==> config.mk <==
export PLATFORM = sky130hd
export DESIGN_NAME = adder_cla_32
export DESIGN_NICKNAME = d
export VERILOG_FILES = /design/src/rtl/adder_cla_pkg.sv /design/src/rtl/adder_cla4.sv /design/src/rtl/adder_cla_32.sv
export SDC_FILE = /design/constraint.sdc
export NUM_CORES = 1
export LEC_CHECK = 0
export BUFFER_PORTS_ARGS = -buffer_cell sky130_fd_sc_hd__buf_2
export CAP_MARGIN = 0
export CORE_MARGIN = 2
export CORE_UTILIZATION = 37
export DETAILED_ROUTE_END_ITERATION = 6
export PLACE_DENSITY = 0.71
export SLEW_MARGIN = 5
export SYNTH_ARGS = -nofsm -noshare
export SYNTH_HDL_FRONTEND = slang
export SYNTH_SLANG_ARGS = --single-unit
==> constraint.sdc <==
create_clock -name vclk -period 5.54
set_input_delay 1.662 -clock vclk [all_inputs]
set_output_delay 1.662 -clock vclk [all_outputs]
set_load 0.01 [all_outputs]
==> src/rtl/adder_cla_pkg.sv <==
`default_nettype none
// ============================================================================
//  Module      : adder_cla_pkg
//  Description : Shared widths and 4-wide lookahead helper functions for the
//                32-bit two-level carry-lookahead adder.
//                BW_DATA : total operand width
//                BW_BLK  : width of one level-1 lookahead block
//                N_BLK   : number of level-1 blocks
//  Revision    : 1.0 - initial release
// ============================================================================
package adder_cla_pkg;

  localparam int BW_DATA = 32;
  localparam int BW_BLK  = 4;
  localparam int N_BLK   = BW_DATA / BW_BLK;

  // Carries 1..4 of a 4-wide lookahead cell, every term written out in
  // sum-of-products form so no carry depends on another carry.
  // Bit [i] of the result is the carry into position i+1.
  function automatic logic [3:0] cla4_carry(input logic [3:0] p,
                                            input logic [3:0] g,
                                            input logic       ci);
    logic [3:0] c;
    c[0] = g[0] | (p[0] & ci);
    c[1] = g[1] | (p[1] & g[0]) | (p[1] & p[0] & ci);
    c[2] = g[2] | (p[2] & g[1]) | (p[2] & p[1] & g[0])
         | (p[2] & p[1] & p[0] & ci);
    c[3] = g[3] | (p[3] & g[2]) | (p[3] & p[2] & g[1])
         | (p[3] & p[2] & p[1] & g[0]) | (p[3] & p[2] & p[1] & p[0] & ci);
    return c;
  endfunction

  // Group propagate: the group passes its carry-in straight through.
  function automatic logic grp_p(input logic [3:0] p);
    return &p;
  endfunction

  // Group generate: the group produces a carry regardless of carry-in.
  function automatic logic grp_g(input logic [3:0] p, input logic [3:0] g);
    return g[3] | (p[3] & g[2]) | (p[3] & p[2] & g[1])
         | (p[3] & p[2] & p[1] & g[0]);
  endfunction

endpackage
`default_nettype wire

==> src/rtl/adder_cla4.sv <==
`default_nettype none
// ============================================================================
//  Module      : adder_cla4
//  Description : 4-bit carry-lookahead block. Computes its internal carries
//                directly from its block carry-in and exports block
//                propagate/generate for the second lookahead level.
//  Ports       : a, b  (in, 4)  operand slices
//                cin   (in, 1)  block carry-in
//                s     (out,4)  sum slice
//                P     (out,1)  block propagate
//                G     (out,1)  block generate
//  Revision    : 1.0 - initial release
// ============================================================================
module adder_cla4
  import adder_cla_pkg::*;
(
  input  logic [BW_BLK-1:0] a,
  input  logic [BW_BLK-1:0] b,
  input  logic              cin,
  output logic [BW_BLK-1:0] s,
  output logic              P,
  output logic              G
);

  logic [BW_BLK-1:0] w_p;
  logic [BW_BLK-1:0] w_g;
  logic [BW_BLK-1:0] w_c_hi;  // carries into bits 1..4
  logic [BW_BLK-1:0] w_c;     // carries into bits 0..3

  assign w_p    = a ^ b;
  assign w_g    = a & b;
  assign w_c_hi = cla4_carry(w_p, w_g, cin);
  assign w_c    = {w_c_hi[2:0], cin};

  assign s = w_p ^ w_c;
  assign P = grp_p(w_p);
  assign G = grp_g(w_p, w_g);

  // Block carry-out is regenerated at level 2 from P/G; the local copy is
  // only used internally.
  logic w_unused_cout;
  assign w_unused_cout = w_c_hi[3];

endmodule
`default_nettype wire

==> src/rtl/adder_cla_32.sv <==
`default_nettype none
// ============================================================================
//  Module      : adder_cla_32
//  Description : 32-bit two-level carry-lookahead adder,
//                {o_Cout, o_S} = i_A + i_B + i_Cin.
//                Level 1: eight adder_cla4 blocks.
//                Level 2: two 4-block lookahead groups; the upper group's
//                carry-in comes from the lower group's P/G and i_Cin.
//  Macro       : ADDER_CLA_32_OREG_EN - when defined, outputs are registered
//                on rising i_clk with asynchronous active-high i_rst clearing
//                them to zero. When undefined the adder is combinational and
//                i_clk/i_rst are unused.
//  Ports       : i_clk  (in, 1)   clock for the optional output register
//                i_rst  (in, 1)   async active-high reset of that register
//                i_A    (in, 32)  addend A
//                i_B    (in, 32)  addend B
//                i_Cin  (in, 1)   carry into bit 0
//                o_S    (out,32)  sum
//                o_Cout (out,1)   carry out of bit 31
//  Revision    : 1.0 - initial release
// ============================================================================
module adder_cla_32
  import adder_cla_pkg::*;
(
  input  logic               i_clk,
  input  logic               i_rst,
  input  logic [BW_DATA-1:0] i_A,
  input  logic [BW_DATA-1:0] i_B,
  input  logic               i_Cin,
  output logic [BW_DATA-1:0] o_S,
  output logic               o_Cout
);

  logic [N_BLK-1:0]   w_blk_p;
  logic [N_BLK-1:0]   w_blk_g;
  logic [N_BLK-1:0]   w_blk_cin;
  logic [BW_DATA-1:0] w_sum;

  logic [3:0] w_lo_c;     // carries into blocks 1..4
  logic [3:0] w_hi_c;     // carries into blocks 5..8 (block 8 = carry-out)
  logic       w_lo_gp;
  logic       w_lo_gg;
  logic       w_hi_cin;

  // --------------------------------------------------------------------------
  // Level 1: 4-bit lookahead blocks
  // --------------------------------------------------------------------------
  generate
    for (genvar k = 0; k < N_BLK; k++) begin : g_blk
      adder_cla4 u_cla4 (
        .a   (i_A[k*BW_BLK +: BW_BLK]),
        .b   (i_B[k*BW_BLK +: BW_BLK]),
        .cin (w_blk_cin[k]),
        .s   (w_sum[k*BW_BLK +: BW_BLK]),
        .P   (w_blk_p[k]),
        .G   (w_blk_g[k])
      );
    end
  endgenerate

  // --------------------------------------------------------------------------
  // Level 2: block-carry lookahead in two groups of four blocks
  // --------------------------------------------------------------------------
  assign w_lo_c   = cla4_carry(w_blk_p[3:0], w_blk_g[3:0], i_Cin);
  assign w_lo_gp  = grp_p(w_blk_p[3:0]);
  assign w_lo_gg  = grp_g(w_blk_p[3:0], w_blk_g[3:0]);
  // Upper group carry-in from the lower group's P/G, not from w_lo_c[3].
  assign w_hi_cin = w_lo_gg | (w_lo_gp & i_Cin);
  assign w_hi_c   = cla4_carry(w_blk_p[7:4], w_blk_g[7:4], w_hi_cin);

  assign w_blk_cin = {w_hi_c[2:0], w_hi_cin, w_lo_c[2:0], i_Cin};

  // Lower-group carry into block 4 duplicates w_hi_cin.
  logic w_unused_lo_c3;
  assign w_unused_lo_c3 = w_lo_c[3];

  // --------------------------------------------------------------------------
  // Output stage
  // --------------------------------------------------------------------------
`ifdef ADDER_CLA_32_OREG_EN
  logic [BW_DATA-1:0] r_s;
  logic               r_cout;

  always_ff @(posedge i_clk or posedge i_rst) begin
    if (i_rst) begin
      r_s    <= '0;
      r_cout <= 1'b0;
    end else begin
      r_s    <= w_sum;
      r_cout <= w_hi_c[3];
    end
  end

  assign o_S    = r_s;
  assign o_Cout = r_cout;
`else
  assign o_S    = w_sum;
  assign o_Cout = w_hi_c[3];

  // Clock and reset exist only for interface compatibility in this build.
  logic w_unused_clk_rst;
  assign w_unused_clk_rst = i_clk ^ i_rst;
`endif

endmodule
`default_nettype wire

==> impl_metrics.csv <==
group,metric,value,unit
synthesis,yosysUniqueCellTypes,55,
floorplan,core_area,4290,sq um
synthesis,synth_area_leaders,"ha_1, fa_1, xor2_1",
final_layout,seq_area,0,sq um
power_and_ir_drop,p_sw_share,46.8,%
final_layout,n_antenna_cell,0,
final_layout,stdcell_count,392,
status,outcome,"finished with violations",
sta,rsz0062_at_grt,"true",
floorplan,dieWidth,70.2,um
floorplan,io_pins,100,
synthesis,syn-cell-area,1620,sq um
detailed_routing,via_per_inst,5.17,
critical_path,worstPathMaxFanout,3,
power_and_ir_drop,internal_power,198,uW
power_and_ir_drop,worst_ir_drop_vdd,73.5,uV
place,routabilityCongestion,0.748,
place,portBuffers,98,
power_and_ir_drop,comb_power_share,100.0,%
floorplan,initial_core_util,37.7,%
synthesis,synth_cells,185,
synthesis,ys_seq_area_share,0,%
detailed_routing,ant_nets,0,
run,drv_cap,0,
detailed_routing,finalWirelength,4.95,mm
final_layout,drive_gt1_share,61.2,%
critical_path,cp_data_arrival_time,4.12,ns
synthesis,yosys_warnings,0,
synthesis,syn_area_per_cell,8.76,sq um
critical_path,cp-start-kind,"input port",
floorplan,die-area,4920,sq um
sta,setup_tns,-0.475,ns
detailed_routing,vias,2025,
detailed_routing,wl_per_cell,12.6,um
sta,fin_ws,-0.239,ns
power_and_ir_drop,switching_power,174,uW
power_and_ir_drop,powerDensity,129,nW/um^2
global_route,gr-usage-met1,22.3,%
synthesis,yosysTopAreaCell,"ha_1",
final_layout,nClkBuffers,0,
place,dpl.hpwl,4.01,mm
detailed_routing,dr.pass1.iters,4,
sta,fmax,0.173,GHz
synthesis,synth_top_area_share,24.7,%
sta,slew_viol_final,0,
sta,worst_pin_slew,0.720,ns
power_and_ir_drop,clkPwrFrac,0,%
sta,fin_crit,5.78,ns
sta,hold_viol_final,0,
global_route,antenna_found_initial,0,
final_layout,seq_cells,0,
global_route,globalRouteTotalUtil,18.9,%
place,dpl.cell_count,387,
worst_hold_path,hp-class,"input port to output port",
final_layout,synthToLayoutAreaGrowth,77.5,%
final_layout,fillers,372,
global_route,grt_pass1_wl,8.12,mm
floorplan,rows,24,
global_route,use_met3,0.722,%
synthesis,syn-num-nets,292,
sta,slew_headroom,50.8,%
critical_path,required,3.88,ns
global_route,first_global_vias,2008,
critical_path,cp-end-kind,"output port",
power_and_ir_drop,p_seq_share,0,%
final_layout,fin_nets,449,
sta,timing.final.crit_share,104,%
floorplan,die_y,70.2,um
critical_path,path_class,"input port to output port",
global_route,grt-ovfl-total,0,
global_route,grt_max_degree,8,
detailed_routing,route.detailed.drc,0,
detailed_routing,drt-initial-drc-count,50,
final_layout,multiInputGateArea,1790,sq um
global_route,grt-busiest-layer,"met2",
sta,finalSetupViolations,3,
status,failed_checks,"negative setup slack",
global_route,met2_usage,38.8,%
power_and_ir_drop,leakagePower,1.44,nW
==> worst paths after layout <==
| check | from | end | slack (ns) | cells past startpoint |
|---|---|---|---|---|
| max | i_A[5] | o_S[25] | -0.24 | 12 |
| min | i_A[8] | o_S[8] | 3.71 | 3 |
==> cells in the mapped netlist (2+ instances only) <==
cell	count
a211oi_1	2
a21o_1	7
a21oi_1	13
a21oi_2	3
a221oi_2	2
and4_1	3
fa_1	8
ha_1	32
inv_1	11
nand2_1	4
nand2b_1	2
nand3_1	3
nand4_1	2
nand4b_1	2
nor2_1	11
nor2b_1	4
nor3_1	6
o21ai_0	8
o21ai_1	3
o21bai_2	3
or2_2	3
or3_1	4
xnor2_1	8
xor2_1	10
==> layer usage <==
metal	part of all wire [%]	vias to the layer above
met5	0	-
met4	0.24	0
met1	40	948
li1	-	1015
met3	4.1	2
met2	55	60
==> power groups by stage <==
stage	clock network [mW]	registers [mW]	logic, mW
after global placement	0	0	0.325
after global routing	0	0	0.409
final	0	0	0.372
after floorplan	0	0	0.192
after CTS	0	0	0.352
after detailed placement	0	0	0.331
==> cells in the final DEF, fill, tap and decap left out, drive strengths merged, types with 2 or more instances in the layout <==
cell,instances
ha,32
or3,5
a2111oi,3
o21bai,4
fa,8
a221oi,2
nand2,4
nor2b,4
buf,156
a21o,7
nand3,4
xor2,10
nor3,6
xnor2,8
nand4,2
or2,4
a211oi,3
a21oi,16
and3,2
nand4b,2
o21ai,11
inv,11
and4,3
nand2b,2
o311ai,2
nor2,12
==> kinds of logic after synthesis <==
family | after synthesis | share of synthesized area (%)
multiplexers | 1 | 0.695
buffers and inverters | 12 | 3.24
AND/OR/NAND/NOR | 55 | 21.3
adder cells (fa/ha/maj) | 40 | 34.6
XOR/XNOR | 18 | 9.73
AO/OA/AOI/OAI | 59 | 30.4
==> through the flow <==
step	setup slack, ns	utilization [%]	area [sq um]	hold slack (ns)	power, mW
2_1_floorplan	-0.0767	-	1680	3.51	0.192
3_3_place_gp	-0.314	61.1	2620	3.70	0.325
3_5_place_dp	-0.349	61.1	2620	3.70	0.331
4_1_cts	-0.223	64.2	2760	3.71	0.352
5_1_grt	-0.315	67.0	2880	3.74	0.409
6_report	-0.239	67.0	2880	3.71	0.372
==> area by class of cell <==
cell class / count / area share [%]
multi-input cells: 173 / 62.2
repair buffers: 156 / 34.1
well taps: 52 / 2.26
inverters: 11 / 1.44
==> timing repair <==
action	4_1_cts	5_1_grt
endpoints found under the setup margin	10	13
pin swaps	15	20
setup buffers	4	4
hold buffers	0	0
gates resized for setup	19	14
==> critical path, stage by stage <==
cell	delay [ns]
buf_2	0.11
ha_4	0.24
a211oi_2	0.21
o21bai_2	0.10
and3b_2	0.27
nor3_2	0.06
o21ba_4	0.22
o211a_1	0.22
or3_4	0.37
fa_2	0.38
xor2_2	0.15
buf_2	0.13
No activity file was read; power rests on OpenSTA's default activity.
